`config.mk`:
```
export PLATFORM = sky130hd
export DESIGN_NAME = regs_param
export DESIGN_NICKNAME = d
export VERILOG_FILES = /design/src/rtl/regs_param.sv
export SDC_FILE = /design/constraint.sdc
export NUM_CORES = 2
export LEC_CHECK = 0
export CELL_PAD_IN_SITES_DETAIL_PLACEMENT = 0
export CELL_PAD_IN_SITES_GLOBAL_PLACEMENT = 1
export CORE_MARGIN = 2
export CORE_UTILIZATION = 50
export DETAILED_ROUTE_END_ITERATION = 10
export HOLD_SLACK_MARGIN = 0.05
export PLACE_DENSITY_LB_ADDON = 0.1
export SETUP_SLACK_MARGIN = 0.5
export SYNTH_ARGS = -nofsm -noshare
export SYNTH_HDL_FRONTEND = slang
export SYNTH_SLANG_ARGS = --single-unit
```
`constraint.sdc`:
```
create_clock -name clk -period 87.3 [get_ports clk]
set_input_delay 26.19 -clock clk [delete_from_list [all_inputs] [get_ports clk]]
set_output_delay 26.19 -clock clk [all_outputs]
set_load 0.005 [all_outputs]
```
`src/rtl/regs_param.sv`:
```
`default_nettype none
// ============================================================================
// Module   : regs_param
// Brief    : Two-read/one-write register file with a DEPTH-cycle clear sweep,
//            optional hard-wired zero entry and optional registered reads.
// Revision : 1.0 - initial release
// ============================================================================
module regs_param #(
    parameter int DATA_W   = 32,
    parameter int ADDR_W   = 5,
    parameter int ZERO_REG = 1,
    parameter int READ_REG = 0
) (
    input  logic              clk,
    input  logic              rst,
    input  logic [ADDR_W-1:0] reg1_raddr_i,
    input  logic [ADDR_W-1:0] reg2_raddr_i,
    output logic [DATA_W-1:0] reg1_rdata_o,
    output logic [DATA_W-1:0] reg2_rdata_o,
    input  logic [ADDR_W-1:0] reg_waddr_i,
    input  logic [DATA_W-1:0] reg_wdata_i,
    input  logic              reg_wen,
    input  logic              clear_i,
    output logic              busy_o,
    output logic              wr_drop_o
);

    localparam int                c_DEPTH = 2 ** ADDR_W;
    localparam logic [ADDR_W-1:0] c_LAST  = ADDR_W'(c_DEPTH - 1);

    typedef enum logic [0:0] {
        CLEAR = 1'b0,
        READY = 1'b1
    } state_t;

    state_t            r_state;
    logic [ADDR_W-1:0] r_ptr;
    logic              r_wr_drop;
    logic [DATA_W-1:0] r_mem [c_DEPTH];

    logic              w_busy;
    logic              w_user_we;
    logic [DATA_W-1:0] w_rd1;
    logic [DATA_W-1:0] w_rd2;

    assign w_busy    = (r_state == CLEAR);
    assign busy_o    = w_busy;
    assign wr_drop_o = r_wr_drop;

    // Entry 0 is never written when it is hard-wired to zero.
    assign w_user_we = (r_state == READY) && reg_wen &&
                       !((ZERO_REG != 0) && (reg_waddr_i == '0));

    always_ff @(posedge clk or posedge rst) begin
        if (rst) begin
            r_state   <= CLEAR;
            r_ptr     <= '0;
            r_wr_drop <= 1'b0;
        end else begin
            r_wr_drop <= w_busy && reg_wen;
            case (r_state)
                CLEAR: begin
                    r_ptr <= r_ptr + 1'b1;
                    if (r_ptr == c_LAST) begin
                        r_state <= READY;
                    end
                end
                READY: begin
                    if (clear_i) begin
                        r_state <= CLEAR;
                        r_ptr   <= '0;
                    end
                end
                default: begin
                    r_state <= CLEAR;
                    r_ptr   <= '0;
                end
            endcase
        end
    end

    // Asynchronous reset of the array guarantees a write coincident with rst never lands.
    always_ff @(posedge clk or posedge rst) begin
        if (rst) begin
            for (int i = 0; i < c_DEPTH; i++) begin
                r_mem[i] <= '0;
            end
        end else if (w_busy) begin
            r_mem[r_ptr] <= '0;
        end else if (w_user_we) begin
            r_mem[reg_waddr_i] <= reg_wdata_i;
        end
    end

    always_comb begin
        w_rd1 = r_mem[reg1_raddr_i];
        if (w_busy) begin
            w_rd1 = '0;
        end else if ((ZERO_REG != 0) && (reg1_raddr_i == '0)) begin
            w_rd1 = '0;
        end else if (reg_wen && (reg_waddr_i == reg1_raddr_i)) begin
            w_rd1 = reg_wdata_i;
        end
    end

    always_comb begin
        w_rd2 = r_mem[reg2_raddr_i];
        if (w_busy) begin
            w_rd2 = '0;
        end else if ((ZERO_REG != 0) && (reg2_raddr_i == '0)) begin
            w_rd2 = '0;
        end else if (reg_wen && (reg_waddr_i == reg2_raddr_i)) begin
            w_rd2 = reg_wdata_i;
        end
    end

    generate
        if (READ_REG != 0) begin : g_reg_read
            logic [DATA_W-1:0] r_rd1;
            logic [DATA_W-1:0] r_rd2;

            always_ff @(posedge clk or posedge rst) begin
                if (rst) begin
                    r_rd1 <= '0;
                    r_rd2 <= '0;
                end else begin
                    r_rd1 <= w_rd1;
                    r_rd2 <= w_rd2;
                end
            end

            assign reg1_rdata_o = r_rd1;
            assign reg2_rdata_o = r_rd2;
        end else begin : g_comb_read
            assign reg1_rdata_o = w_rd1;
            assign reg2_rdata_o = w_rd2;
        end
    endgenerate

endmodule
`default_nettype wire

```
Word level (Yosys, flattened, before mapping) --
Cells that the tools add are included.
Storage, ports and cells: register bits after elaboration 1031, output and inout bits 66, word-level logic and storage cells 89
Cells by class: $add $sub $neg 1, magnitude comparators 6, equality and inequality tests 5, muxes and demuxes 24, bitwise logic cells 7, reductions and logical operators 11
Operators by type and width (count):
- 2-to-1 mux 1024 bit | 2
- bitwise AND 1024 bit | 1
- bitwise mux 1024 bit | 1
- inverter 1024 bit | 1
- 2-to-1 mux 32 bit | 12
- binary-select mux 32 bit (select 5 bit) | 2
- demux 32 bit (select 5 bit) | 2
- >= comparator 6 bit, second input constant | 4
- inverter 5 -> 6 bit | 4
- logical NOT 5 bit | 3
- < comparator 6 x 1 -> 1 bit, second input constant | 2
- equality test 5 bit | 2
- case mux 5 bit (2 select lines) | 1
- logical AND 1 bit | 7
- adder 5 x 1 -> 5 bit, second input constant | 1
- equality test 5 bit, second input constant | 1
- 2-to-1 mux 5 bit | 1
- 2-to-1 mux 1 bit | 2
- != test 2 x 1 -> 1 bit, second input constant | 1
- != test 2 bit, second input constant | 1
- case mux 1 bit (2 select lines) | 1
- logical NOT 1 bit | 1
- inverter 1 bit | 1

Depth between registers and ports, before layout --
word-level depth 8, mapped depth 10

Worst setup path after synthesis --
No wires, ideal clock.
kind input-to-output, from in reg2_raddr_i[1], to out reg2_rdata_o[17], data arrival time 27.707 ns, required time 61.110 ns, path slack 33.403 ns, stages 7, cells stage by stage buf_4 > buf_2 > clkbuf_1 > mux4_2 > mux2i_1 > o221ai_1 > o221a_2
On the way: cells in the longest elaborated chain, start to end 7, elaborated cells between the ends (all ways) 10
RTL lines:
- start: declaration | RTL line 17 | input logic [ADDR_W-1:0] reg2_raddr_i,
- inverter 5 -> 6 bit (implied by the code) | RTL line 107 | w_rd2 = r_mem[reg2_raddr_i];
- binary-select mux 32 bit (select 5 bit) | RTL line 107
- 2-to-1 mux 32 bit (implied by the code) (2 in series) | RTL line 107
- 2-to-1 mux 32 bit | RTL line 112 | end else if (reg_wen && (reg_waddr_i == reg2_raddr_i)) begin
- 2-to-1 mux 32 bit * | RTL line 110 | end else if ((ZERO_REG != 0) && (reg2_raddr_i == '0)) begin
- 2-to-1 mux 32 bit * | RTL line 108 | if (w_busy) begin
- end: declaration | RTL line 19 | output logic [DATA_W-1:0] reg2_rdata_o,
Mark *: on every way between the ends. The rest lies on a longest branch, timed or not. The select of a mux whose other input is x is not followed.

Worst setup path in the final report --
from in reg2_raddr_i[0], to out reg2_rdata_o[0]
The elaborated chain is that of the path after synthesis.

==> reports/qor.csv <==
metric,value,unit
Placed Cells,5310,
CTS tree,yes,
Worst Path Max Fanout,116,
Reg2Reg Depth,7,
Final Critical Period,57450,ps
Setup crit end kind,output pin,
Yosys cell types,47,
total number of vias,42590,
root buffer cell,clkbuf_16,
"Async S/R FF share, synth",1.000,
"Avg Cell Area, Syn",13.06,sq um
# rows,121,
CORE AREA,108700,sq um
Setup crit start,reg2_raddr_i[0],
leakage,26.81,nW
Reg2Reg Setup Slack,83800,ps
die width,334.6,microns
I/O pin count,117,
post-CTS setup buffer count,0,
layout cells sized above 1,0.1908,
Setup WS pre-CTS,29770,ps
vias in the first global route,41910,
pwr dens,21.54,nW/um^2
wire per inst,40.11,microns
initial core utilization,0.5028,
routed wire length,221600,microns
Final setup viols,0,
IO Port Bufs,116,
net count after synthesis,4240,
ys flop type,dfrtp_1,
final setup TNS,0,ps
initial antenna violation count,6,
initial drt markers,6194,
Final ANT Viol Nets,0,
Finished Layout Cells,5524,
Worst Path Required,61110,ps
data arrival time of the worst path,31260,ps
worst r2r src,r_state,
"EDFF count, synth",0,
Worst-Margin Slew,1463,ps
Syn Inst Count,4184,
max cap viols,0,
hold path depth,1,
gp weighted congestion,0.8508,
status,"finished, final reports clean",
# clock sinks,1031,
Final Hold Fails,0,
hold path endpoint,r_mem[1021],
f_max,0.01741,GHz
worst skew pair latency,730,ps
CTS buffer count,115,
fin area,60740,sq um
largest net degree at the start of global routing,174,
CP Launch Type,input pin,
worst hold path type,reg -> reg,
GRT Residual Overflow,0,
area growth from synthesis to layout,11.14,%
VDD IR-drop max,23.43,uV
ANT cells,0,
Die Height,334.6,microns
"commonest cells after routing, fill and taps aside","dfrtp_1 (1,031), a22o_1 (993), mux2i_1 (497)",
H-tree levels,3,
Slew Limit Fails,0,
gr usage total,0.3927,
clock-pin transition on the worst setup and hold timing paths,60,ps
max_slew headroom,0.02237,
nets@finish,4069,
mapped cell area,54650,sq um
DP Area,56770,sq um
clock skew,27.08,ps
period utilization,0.6581,
CTS Hold Buffers Added,0,
"FF+latch count, synth",1031,
first-pass GRT wire length,315700,microns
post-route setup slack,29850,ps
Yosys warnings,0,
Hold Path Origin,r_mem[1021],
dpl hpwl,116500,microns
"commonest non-fill, non-tap cell in the layout",dfrtp_1,
clk buf depth,3,
Via density,7.711,
Critical R2R Capture,r_mem[1],
CP Class,in -> out,
post-synthesis sequential area ratio,0.4721,
RSZ-0062 raised after global routing,no,
DRC,0,
Post-CTS Resized,0,
Initial DRT Pass Iterations,8,
DIE AREA,112000,sq um
==> sequential cells by signal, indices dropped and copies added (netlist names) <==
register,count
r_mem,1024
r_ptr,5
r_state,1
wr_drop_o,1
==> metrics by stage <==
| stage | util | total power, mW | hold slack, ps |
|---|---|---|---|
| 2_1_floorplan | - | 0.6930 | 466.6 |
| 3_3_place_gp | 0.5223 | 0.7897 | 481.8 |
| 3_5_place_dp | 0.5223 | 0.7917 | 492.4 |
| 4_1_cts | 0.5588 | 1.302 | 507.9 |
| 5_1_grt | 0.5588 | 1.342 | 524.7 |
| 6_report | 0.5588 | 1.309 | 506.1 |
==> worst max path at each step <==
stage	to	slack [ps]	cells past startpoint
3_3_place_gp	reg2_rdata_o[9]	29840	10
3_5_place_dp	reg2_rdata_o[9]	29770	10
2_1_floorplan	r_mem[0]	32100	1
5_1_grt	reg2_rdata_o[7]	29530	11
6_report	reg2_rdata_o[0]	29850	10
4_1_cts	reg2_rdata_o[9]	29770	10
==> area by class of cell <==
type | count | area (sq um)
inverters | 5 | 26.28
repair buffers | 277 | 2456
well taps | 1414 | 1769
clock inverters | 48 | 594.3
multi-input cells | 2583 | 26720
flip-flops and latches | 1031 | 25800
clock buffers | 166 | 3372
fillers | 8869 | 47960
==> cell usage after synthesis (all sizes together) (3+ instances only) <==
library cell / instances / share of area
ha: 5 / 0.0011
inv: 5 / 0.00034
mux4: 320 / 0.13
nand3: 5 / 0.00046
nor3: 67 / 0.0061
o22ai: 137 / 0.016
xor2: 8 / 0.0013
mux2i: 497 / 0.091
nand2b: 7 / 0.00080
nand3b: 3 / 0.00041
o21ai: 47 / 0.0043
a21oi: 48 / 0.0045
and2: 34 / 0.0039
nand2: 28 / 0.0020
and3: 3 / 0.00034
a22o: 993 / 0.16
o221ai: 33 / 0.0053
o221a: 64 / 0.013
a22oi: 40 / 0.0055
dfrtp: 1031 / 0.47
clkbuf: 350 / 0.024
nor2: 36 / 0.0027
nor2b: 75 / 0.0086
nor3b: 3 / 0.00041
a211oi: 64 / 0.0088
buf: 215 / 0.027
o211ai: 47 / 0.0065
==> kinds of logic (layout without fill, tap and decap cells) <==
| group | after synthesis | after routing | synth area share |
|---|---|---|---|
| multiplexers | 817 | 817 | 0.2229 |
| XOR/XNOR | 10 | 10 | 0.001603 |
| adder cells (fa/ha/maj) | 5 | 5 | 0.001145 |
| AND/OR/NAND/NOR | 275 | 275 | 0.02775 |
| flip-flops | 1031 | 1031 | 0.4721 |
| AO/OA/AOI/OAI | 1476 | 1476 | 0.2233 |
| buffers and inverters | 570 | 496 | 0.05130 |
==> per-layer routing <==
| metal | share of wire | global-route usage |
|---|---|---|
| met3 | 0.12 | 0.1208 |
| met1 | 0.40 | 0.5530 |
| met4 | 0.043 | 0.1547 |
| met2 | 0.43 | 0.5691 |
| met5 | 0.00041 | 0.002171 |
==> report_power, final <==
group          internal [mW]  leakage (nW)  switching (mW)
Sequential             0.516          14.4          0.0338
Clock                  0.301          1.95           0.214
Combinational         0.0874          10.5           0.156
==> critical path, cell delays in order <==
cell and delay (ps):
buf_8 350, buf_4 580, buf_12 520, buf_12 690, buf_4 830, mux4_2 600
mux2i_1 150, o221ai_1 220, o221a_1 360, clkdlybuf4s50_1 450
No activity file was read; power rests on OpenSTA's default activity.
